<file path="config.mk">
export PLATFORM = sky130hd
export DESIGN_NAME = expr_eval_flat
export DESIGN_NICKNAME = d
export VERILOG_FILES = /design/src/rtl/expr_eval_if.sv /design/src/rtl/expr_eval.sv /design/src/flat_wrapper.sv
export SDC_FILE = /design/constraint.sdc
export NUM_CORES = 1
export LEC_CHECK = 0
export CAP_MARGIN = 20
export CORE_MARGIN = 10
export CORE_UTILIZATION = 30
export CTS_BUF_LIST = sky130_fd_sc_hd__clkbuf_8
export DETAILED_ROUTE_END_ITERATION = 7
export HOLD_SLACK_MARGIN = 0.15
export PLACE_DENSITY = 0.45
export SYNTH_ARGS = -nofsm -noshare
export SYNTH_HDL_FRONTEND = slang
export SYNTH_SLANG_ARGS = --single-unit
</file>
<file path="constraint.sdc">
create_clock -name clk -period 5.8 [get_ports clk]
set_clock_uncertainty 0.15 [all_clocks]
set_input_delay 1.74 -clock clk [delete_from_list [all_inputs] [get_ports clk]]
set_output_delay 1.74 -clock clk [all_outputs]
set_load 0.01 [all_outputs]
</file>
<file path="src/rtl/expr_eval_if.sv">
// Character stream into the evaluator and the evaluated result out of it.
// The master drives characters; the slave (the evaluator) drives results.
interface expr_eval_if #(
  parameter int W = 16
);
  logic [7:0]   in;
  logic [W-1:0] value;
  logic         valid;
  logic         err;
  logic         ovf;

  modport master (output in, input value, valid, err, ovf);
  modport slave  (input in, output value, valid, err, ovf);
endinterface

</file>
<file path="src/rtl/expr_eval.sv">
// Evaluates digit ((+|*) digit)* on an ASCII stream, one character per clock,
// with * binding tighter than +. Results are registered, one-cycle latency.
module expr_eval #(
  parameter int W = 16
) (
  input  logic        clk,
  input  logic        clr,
  expr_eval_if.slave  bus
);
  localparam logic [2:0] START = 3'd0;
  localparam logic [2:0] NUM   = 3'd1;
  localparam logic [2:0] ADD   = 3'd2;
  localparam logic [2:0] MUL   = 3'd3;
  localparam logic [2:0] ERR   = 3'd4;

  // Declaration initialisers give the reset state at power-up without clr.
  logic [2:0]   state_reg = START;
  logic [W-1:0] sum_reg   = '0;
  logic [W-1:0] term_reg  = '0;
  logic         ovf_reg   = 1'b0;

  logic [2:0]   state_next;
  logic [W-1:0] sum_next;
  logic [W-1:0] term_next;
  logic         ovf_next;

  logic [7:0]   ch;
  logic         is_digit;
  logic         is_add;
  logic         is_mul;
  logic [3:0]   d;
  logic [W:0]   add_full;
  logic [W+3:0] mul_full;
  logic         ovf_out;

  assign ch       = bus.in;
  assign is_digit = (ch >= 8'h30) && (ch <= 8'h39);
  assign is_add   = (ch == 8'h2B);
  assign is_mul   = (ch == 8'h2A);
  assign d        = ch[3:0];

  assign add_full = {1'b0, sum_reg} + {1'b0, term_reg};
  assign mul_full = {4'b0000, term_reg} * {{W{1'b0}}, d};

  // The NUM-state output sum can overflow before any register captures it,
  // so it is folded into the flag combinationally and carried forward.
  assign ovf_out  = ovf_reg | ((state_reg == NUM) & add_full[W]);

  always_comb begin
    state_next = state_reg;
    sum_next   = sum_reg;
    term_next  = term_reg;
    ovf_next   = ovf_out;
    if (!is_digit && !is_add && !is_mul) begin
      state_next = START;
      sum_next   = '0;
      term_next  = '0;
      ovf_next   = 1'b0;
    end else begin
      case (state_reg)
        START: begin
          if (is_digit) begin
            state_next = NUM;
            term_next  = {{(W-4){1'b0}}, d};
            sum_next   = '0;
          end else begin
            state_next = ERR;
          end
        end
        NUM: begin
          if (is_add) begin
            state_next = ADD;
            sum_next   = add_full[W-1:0];
          end else if (is_mul) begin
            state_next = MUL;
          end else begin
            state_next = ERR;
          end
        end
        ADD: begin
          if (is_digit) begin
            state_next = NUM;
            term_next  = {{(W-4){1'b0}}, d};
          end else begin
            state_next = ERR;
          end
        end
        MUL: begin
          if (is_digit) begin
            state_next = NUM;
            term_next  = mul_full[W-1:0];
            ovf_next   = ovf_out | (|mul_full[W+3:W]);
          end else begin
            state_next = ERR;
          end
        end
        ERR: begin
          state_next = ERR;
        end
        default: begin
          state_next = START;
          sum_next   = '0;
          term_next  = '0;
          ovf_next   = 1'b0;
        end
      endcase
    end
  end

  always_ff @(posedge clk or posedge clr) begin
    if (clr) begin
      state_reg <= START;
      sum_reg   <= '0;
      term_reg  <= '0;
      ovf_reg   <= 1'b0;
    end else begin
      state_reg <= state_next;
      sum_reg   <= sum_next;
      term_reg  <= term_next;
      ovf_reg   <= ovf_next;
    end
  end

  assign bus.valid = (state_reg == NUM);
  assign bus.err   = (state_reg == ERR);
  assign bus.value = (state_reg == NUM) ? add_full[W-1:0] : '0;
  assign bus.ovf   = ovf_out;
endmodule

</file>
<file path="src/flat_wrapper.sv">
// flat-port wrapper written by rule: the top's interface ports become plain ports
module expr_eval_flat 
#(
  parameter int W = 16
)
  (clk, clr, bus_in, bus_value, bus_valid, bus_err, bus_ovf);
  expr_eval_if #(.W(W)) bus_i ();
  input  logic clk;
  input  logic clr;
  input wire logic [$bits(bus_i.in)-1:0] bus_in;
  output wire logic [$bits(bus_i.value)-1:0] bus_value;
  output wire logic [$bits(bus_i.valid)-1:0] bus_valid;
  output wire logic [$bits(bus_i.err)-1:0] bus_err;
  output wire logic [$bits(bus_i.ovf)-1:0] bus_ovf;
  assign bus_i.in = bus_in;
  assign bus_value = bus_i.value;
  assign bus_valid = bus_i.valid;
  assign bus_err = bus_i.err;
  assign bus_ovf = bus_i.ovf;
  expr_eval #(.W(W)) u_core (.clk(clk), .clr(clr), .bus(bus_i));
endmodule
</file>
# Word-level counts from Yosys, hierarchy flattened

Cells that the tools add are included.

Reduce and logical (&&, ||, !) cells: 15
Add/sub/neg operators: 1
Multipliers: 1
Magnitude comparators: 2
Mux-type cells: 17
Bitwise logic cells: 3
Equal/unequal tests: 12

Operators by type and width:

| operator                                                                         | number |
|---|---|
| 16-bit two-way mux                                                               | 7 |
| 16-bit case mux with 3 select lines                                              | 2 |
| 16-bit by 4-bit multiplier with 20-bit output                                    | 1 |
| 16-bit by 16-bit adder with 17-bit output                                        | 1 |
| 8-bit by 6-bit equality test with 1-bit output, second input constant            | 2 |
| 3-bit two-way mux                                                                | 4 |
| 3-bit by 1-bit inequality test with 1-bit output, second input constant          | 4 |
| 3-bit case mux with 3 select lines                                               | 1 |
| 8-bit by 6-bit >= comparator with 1-bit output, second input constant            | 1 |
| 8-bit by 6-bit less-or-equal comparator with 1-bit output, second input constant | 1 |
| 4-bit OR reduction                                                               | 2 |
| 3-bit by 2-bit equality test with 1-bit output, second input constant            | 2 |
| 3-bit AND reduction                                                              | 2 |
| 3-bit OR reduction                                                               | 2 |
| 2-bit by 1-bit inequality test with 1-bit output, second input constant          | 2 |
| 2-bit OR reduction                                                               | 2 |
| 3-bit by 1-bit equality test with 1-bit output, second input constant            | 1 |
| 3-bit equality test, second input constant                                       | 1 |
| 1-bit logical AND                                                                | 3 |
| 1-bit logical NOT                                                                | 3 |
| 3-bit logical NOT                                                                | 1 |
| 1-bit two-way mux                                                                | 2 |
| 1-bit bitwise OR                                                                 | 2 |
| 1-bit case mux with 2 select lines                                               | 1 |
| 1-bit bitwise AND                                                                | 1 |

Word-level logic and storage cells: 55
Output and inout port bits: 19
Register bits: 36
Bits of input ports: 10

# Longest topological paths before layout

Depth in word-level cells: 7
Gate-level depth with buffers: 15
Depth with buffers taken out: 14

# Worst setup path after synthesis

Ideal clock, no wire load.

Path kind: input -> register
From: in bus_in[3]
To: reg u_core.ovf_reg
Stages on the path: 14
Library setup time: 122 ps
Required time: 5,528 ps
Arrival time: 4,997 ps
Slack: 531 ps
Buffers on the path: 1
Cells stage by stage: clkbuf_1 > nand2_1 > fa_1 > inv_1 > fa_1 > ha_1 > a21oi_1 > o211ai_1 > o41a_1 > a21oi_1 > mux2i_1 > o2111a_1 > nand3_1 > a32o_1

Cells in the longest elaborated chain, start to end: 6
Elaborated cells between the ends (all ways): 16
Those cells by class: mul (1); order compare (2); eq/ne (2); mux (3); bitwise (1); reduce/logical (7)

Ends and longest elaborated chain:

| what                                                                    | RTL line                         | text |
|---|---|---|
| from (decl)                                                             | flat_wrapper.sv:10               | `input wire logic [$bits(bus_i.in)-1:0] bus_in;` |
| 16-bit by 4-bit multiplier with 20-bit output (tied with other cells)   | expr_eval.sv:43                  | `assign mul_full = {4'b0000, term_reg} * {{W{1'b0}}, d};` |
| 4-bit OR reduction or 1-bit logical AND (tied branches)                 | expr_eval.sv:92, expr_eval.sv:37 |  |
| 1-bit bitwise OR or 1-bit logical NOT (tied branches)                   | expr_eval.sv:92, expr_eval.sv:54 |  |
| 1-bit two-way mux or 1-bit logical AND (tied branches)                  | expr_eval.sv:89, expr_eval.sv:54 |  |
| 1-bit case mux with 2 select lines or 1-bit logical AND (tied branches) | expr_eval.sv:60, expr_eval.sv:54 |  |
| 1-bit two-way mux (*)                                                   | expr_eval.sv:54                  | `if (!is_digit && !is_add && !is_mul) begin` |
| net u_core.ovf_next                                                     | expr_eval.sv:25                  | `logic ovf_next;` |
| to (signal assigned)                                                    | expr_eval.sv:120                 | `ovf_reg <= ovf_next;` |
| to (decl)                                                               | expr_eval.sv:20                  | `logic ovf_reg = 1'b0;` |

The timed path passes the listed nets; every way through them passes the cells marked *.
A chain may end at the register's enable or synchronous reset.

# Worst setup path after layout

From: in bus_in[1]
To: reg u_core.ovf_reg

The elaborated chain is that of the path after synthesis.

==> impl_metrics.py <==
metrics = {
    "flow_run": {
        "max-cap-violations": 0,
    },
    "layout": {
        "final_core_utilization_pct": 36.9,
        "final_design_area_no_fill_sq_mm": 0.00516,
        "finish.net_count": 647,
        "filler_cell_count": 1479,
        "antenna_cells_inserted": 0,
        "multi_input_comb_area_sq_mm": 0.00317,
        "syn2layout_area_growth_pct": 19.4,
        "drive_gt1_share_pct": 10.9,
        "layout.area.seq_sq_um": 902,
    },
    "min_path": {
        "hp-class": "flip-flop to flip-flop",
    },
    "grt": {
        "antenna_found_initial": 0,
        "via_count_of_the_first_global_routing_pass": 3799,
        "grt_pass1_wl_um": 19800,
        "grt_overflow": 0,
        "grt_usage_pct": 12.2,
        "grt_start_max_net_pins": 37,
    },
    "placed_design": {
        "placement.setup.worst_slack_ns": -0.197,
        "port_buffers": 28,
        "dp.final_hpwl_um": 9550,
        "routabilityCongestion": 0.830,
        "postPlaceCellArea_sq_mm": 0.00506,
    },
    "synth": {
        "async_flop_share_pct": 100,
        "synth.distinct_cells": 55,
        "ys_warn_count": 0,
        "synth.cell_area_sq_mm": 0.00432,
        "syn-num-nets": 589,
        "count_of_flip_flops_with_a_built_in_enable_after_synthesis": 0,
        "syn-mean-instance-area_sq_um": 8.47,
        "synthCells": 510,
        "synth.top_cell.area_share_pct": 20.9,
        "ys_ff_latch": 36,
        "cell_type_contributing_the_most_total_cell_area_after_synthesis": "dfrtp_1",
        "synth_ff_type": "dfrtp_1",
        "synth_top_cells_by_area": "dfrtp_1 (21%), fa_1 (13%), ha_1 (12%), and2_1 (7.0%), inv_1 (4.7%)",
        "synth-seq-area-share_pct": 20.9,
    },
    "clock_network": {
        "cts-root-buf": "clkbuf_8",
        "cts_tree": "built",
        "path_clk_slew_ns": 0.08,
        "postCtsSetupBuffers": 0,
        "clk_latency_ns": 0.31,
        "cts_sinks": 36,
        "cts-htree-levels": 2,
        "max-clock-path-buffers": 2,
        "tritoncts.num_buffers": 5,
    },
    "setup_path": {
        "path_depth": 14,
        "critPathKind": "input port to flip-flop",
        "slowest_stage": "clkdlybuf4s50_1",
        "cpLargestDelayFamily": "compound AO/OA/AOI/OAI gates",
        "crit_path_max_fanout": 6,
        "startpoint_type": "input port",
        "worst-path-buf-inv": 2,
        "r2r_end": "u_core.ovf_reg",
        "worst-r2r-cell-count": 13,
        "worstPathArrival_ns": 5.60,
        "crit_end": "u_core.ovf_reg",
        "crit-reg2reg-launch": "u_core.term_reg[0]",
        "timing.reg2reg.setup_slack_ns": 1.79,
        "setup.worst_path.start": "bus_in[1]",
        "cp.required_ns": 5.84,
        "ordered_cell_list_for_the_critical_path": "clkdlybuf4s50_1, nand2_1, fa_1, inv_1, fa_1, ha_1, a21oi_1, o211ai_1, o41a_1, a21oi_1, mux2i_1, o2111a_1, nand3_1, a32o_1",
        "cp_slowest_stage_delay_ns": 0.62,
        "endpoint_type_of_the_worst_setup_path": "flip-flop",
    },
    "status": {
        "run_status": "complete, no violations",
    },
    "timing": {
        "timing.fmax_ghz": 0.180,
        "finalCritPeriodShare_pct": 95.7,
        "rsz0062_at_grt": "no",
        "finalSetupViolations": 0,
        "hold-worst-slack_ns": 0.347,
        "setup_slack_ns": 0.247,
        "maxSlewHeadroom_pct": 46.1,
        "min_period_ns": 5.55,
        "timing_max_transition_violations_final": 0,
        "final-hold-violation-count": 0,
        "tightestPinTransition_ns": 0.802,
    },
    "drt": {
        "final_antenna_net_count": 0,
        "detail_route.first_pass.iterations": 4,
        "avgRoutedWirePerCell_um": 15.9,
        "total_via_count_in_the_routed_design": 3751,
        "post-route-drc-count": 0,
        "initialDrtViolationCount": 225,
        "route.final.wire_length_um": 11900,
        "avgViaCountPerCell": 5.01,
    },
    "power_and_ir_drop": {
        "total_leakage_power_uw": 0.00254,
        "worst_ir_drop_vdd_mv": 0.0571,
        "power_per_cell_area_mw_per_mm2": 91.2,
    },
    "die": {
        "placementRows": 43,
        "design.portCount": 29,
        "die_footprint_sq_mm": 0.0196,
        "fp.coreArea_sq_mm": 0.0140,
        "die_height_um": 140,
        "floorplan.initialDensity_pct": 30.9,
        "chipWidth_um": 140,
    },
}
[worst register-to-register path, cell delays in order (launching register included)]
cell and delay [ns]:
dfrtp_2 0.46, nand2_1 0.11, fa_1 0.56, inv_1 0.06
fa_1 0.53, ha_1 0.31, a21oi_1 0.23, o211ai_1 0.18
o41a_1 0.37, a21oi_1 0.24, mux2i_1 0.22, o2111a_1 0.19
nand3_1 0.09, a32o_1 0.21
[kinds of logic (layout without fill, tap and decap cells)]
group / count (synthesis) / count (layout) / share of synthesized area (%)
XOR/XNOR: 18 / 18 / 3.65
flip-flops: 36 / 36 / 20.9
AND/OR/NAND/NOR: 191 / 191 / 22.9
adder cells (fa/ha/maj): 69 / 69 / 25.0
AO/OA/AOI/OAI: 119 / 119 / 19.8
buffers and inverters: 70 / 128 / 6.08
multiplexers: 7 / 7 / 1.74
[placed cells by master (no fill, tap or decap), drive strengths merged, types with 2 or more instances in the layout]
| master | Yosys | final |
|---|---|---|
| a211oi | 7 | 7 |
| nor3b | 2 | 2 |
| o41a | 2 | 2 |
| mux2i | 6 | 6 |
| nand2 | 46 | 46 |
| xor2 | 5 | 5 |
| o21a | 4 | 4 |
| a311oi | 2 | 2 |
| nor2 | 34 | 34 |
| buf | 0 | 39 |
| o21bai | 5 | 5 |
| nor2b | 4 | 4 |
| nor3 | 15 | 15 |
| xnor2 | 13 | 13 |
| and2 | 48 | 48 |
| o31ai | 2 | 2 |
| or2 | 4 | 4 |
| a22o | 21 | 21 |
| a31oi | 2 | 2 |
| nand4 | 3 | 3 |
| a21oi | 29 | 29 |
| o21ai | 24 | 24 |
| dfrtp | 36 | 36 |
| clkdlybuf4s50 | 0 | 27 |
| a21o | 10 | 10 |
| fa | 29 | 29 |
| nor4 | 2 | 2 |
| nand2b | 8 | 8 |
| inv | 54 | 55 |
| ha | 40 | 40 |
| nand3b | 3 | 3 |
| nand3 | 11 | 11 |
| and3 | 5 | 5 |
| or3 | 2 | 2 |
| clkbuf | 16 | 5 |
[per-layer routing]
| metal | global-route usage [%] | part of all wire (%) |
|---|---|---|
| met1 | 15.1 | 45 |
| met2 | 21.5 | 52 |
| met3 | 1.56 | 2.6 |
| met4 | 3.48 | 1.1 |
| met5 | 0 | 0 |
[stage by stage]
| step | instances | power (uW) | setup TNS (ns) |
|---|---|---|---|
| after floorplan | 510 | 273 | 0 |
| after detailed placement | 741 | 295 | -0.419 |
| final | 748 | 470 | 0 |
| after CTS | 748 | 475 | 0 |
| after global routing | 748 | 490 | 0 |
| after global placement | 741 | 295 | -0.163 |
[report_power, final]
part / total (uW) / internal [uW] / switching [uW]
sequential: 252 / 251 / 0.740
clock: 181 / 80.2 / 101
combinational: 37.1 / 14.1 / 23.0
[area by class of cell]
type                       instances  area share [%]
clock buffer                       5            1.33
clock inverter                     2           0.170
inverter                          54            3.93
multi-input combinational        404            61.5
sequential                        36            17.5
tap                              180            4.37
timing repair buffer              67            11.2
[what timing repair did]
item,CTS,global route
setup endpoints to repair,0,3
gates resized for setup,0,4
hold buffers,0,0
[Yosys cell counts, types with 7 or more instances]
master    count
a21o_1       10
fa_1         29
nor2_1       34
a22o_1       21
inv_1        54
dfrtp_1      36
ha_1         40
nor3_1       15
o21ai_0      16
nand2b_1      8
a21oi_1      29
nand3_1      11
o21ai_1       7
xnor2_1      13
and2_1       48
clkbuf_1     16
nand2_1      46
[worst min-delay path by stage]
stage,startpoint,end,slack [ns],cells after the start
final,u_core.sum_reg[13],u_core.sum_reg[13],0.35,2
after global routing,u_core.sum_reg[13],u_core.sum_reg[13],0.38,2
after CTS,u_core.sum_reg[14],u_core.sum_reg[14],0.35,2
after detailed placement,u_core.sum_reg[14],u_core.sum_reg[14],0.33,2
after global placement,u_core.sum_reg[13],u_core.sum_reg[13],0.32,2
after floorplan,u_core.sum_reg[11],u_core.sum_reg[11],0.30,2
(Power assumes the default switching activity.)
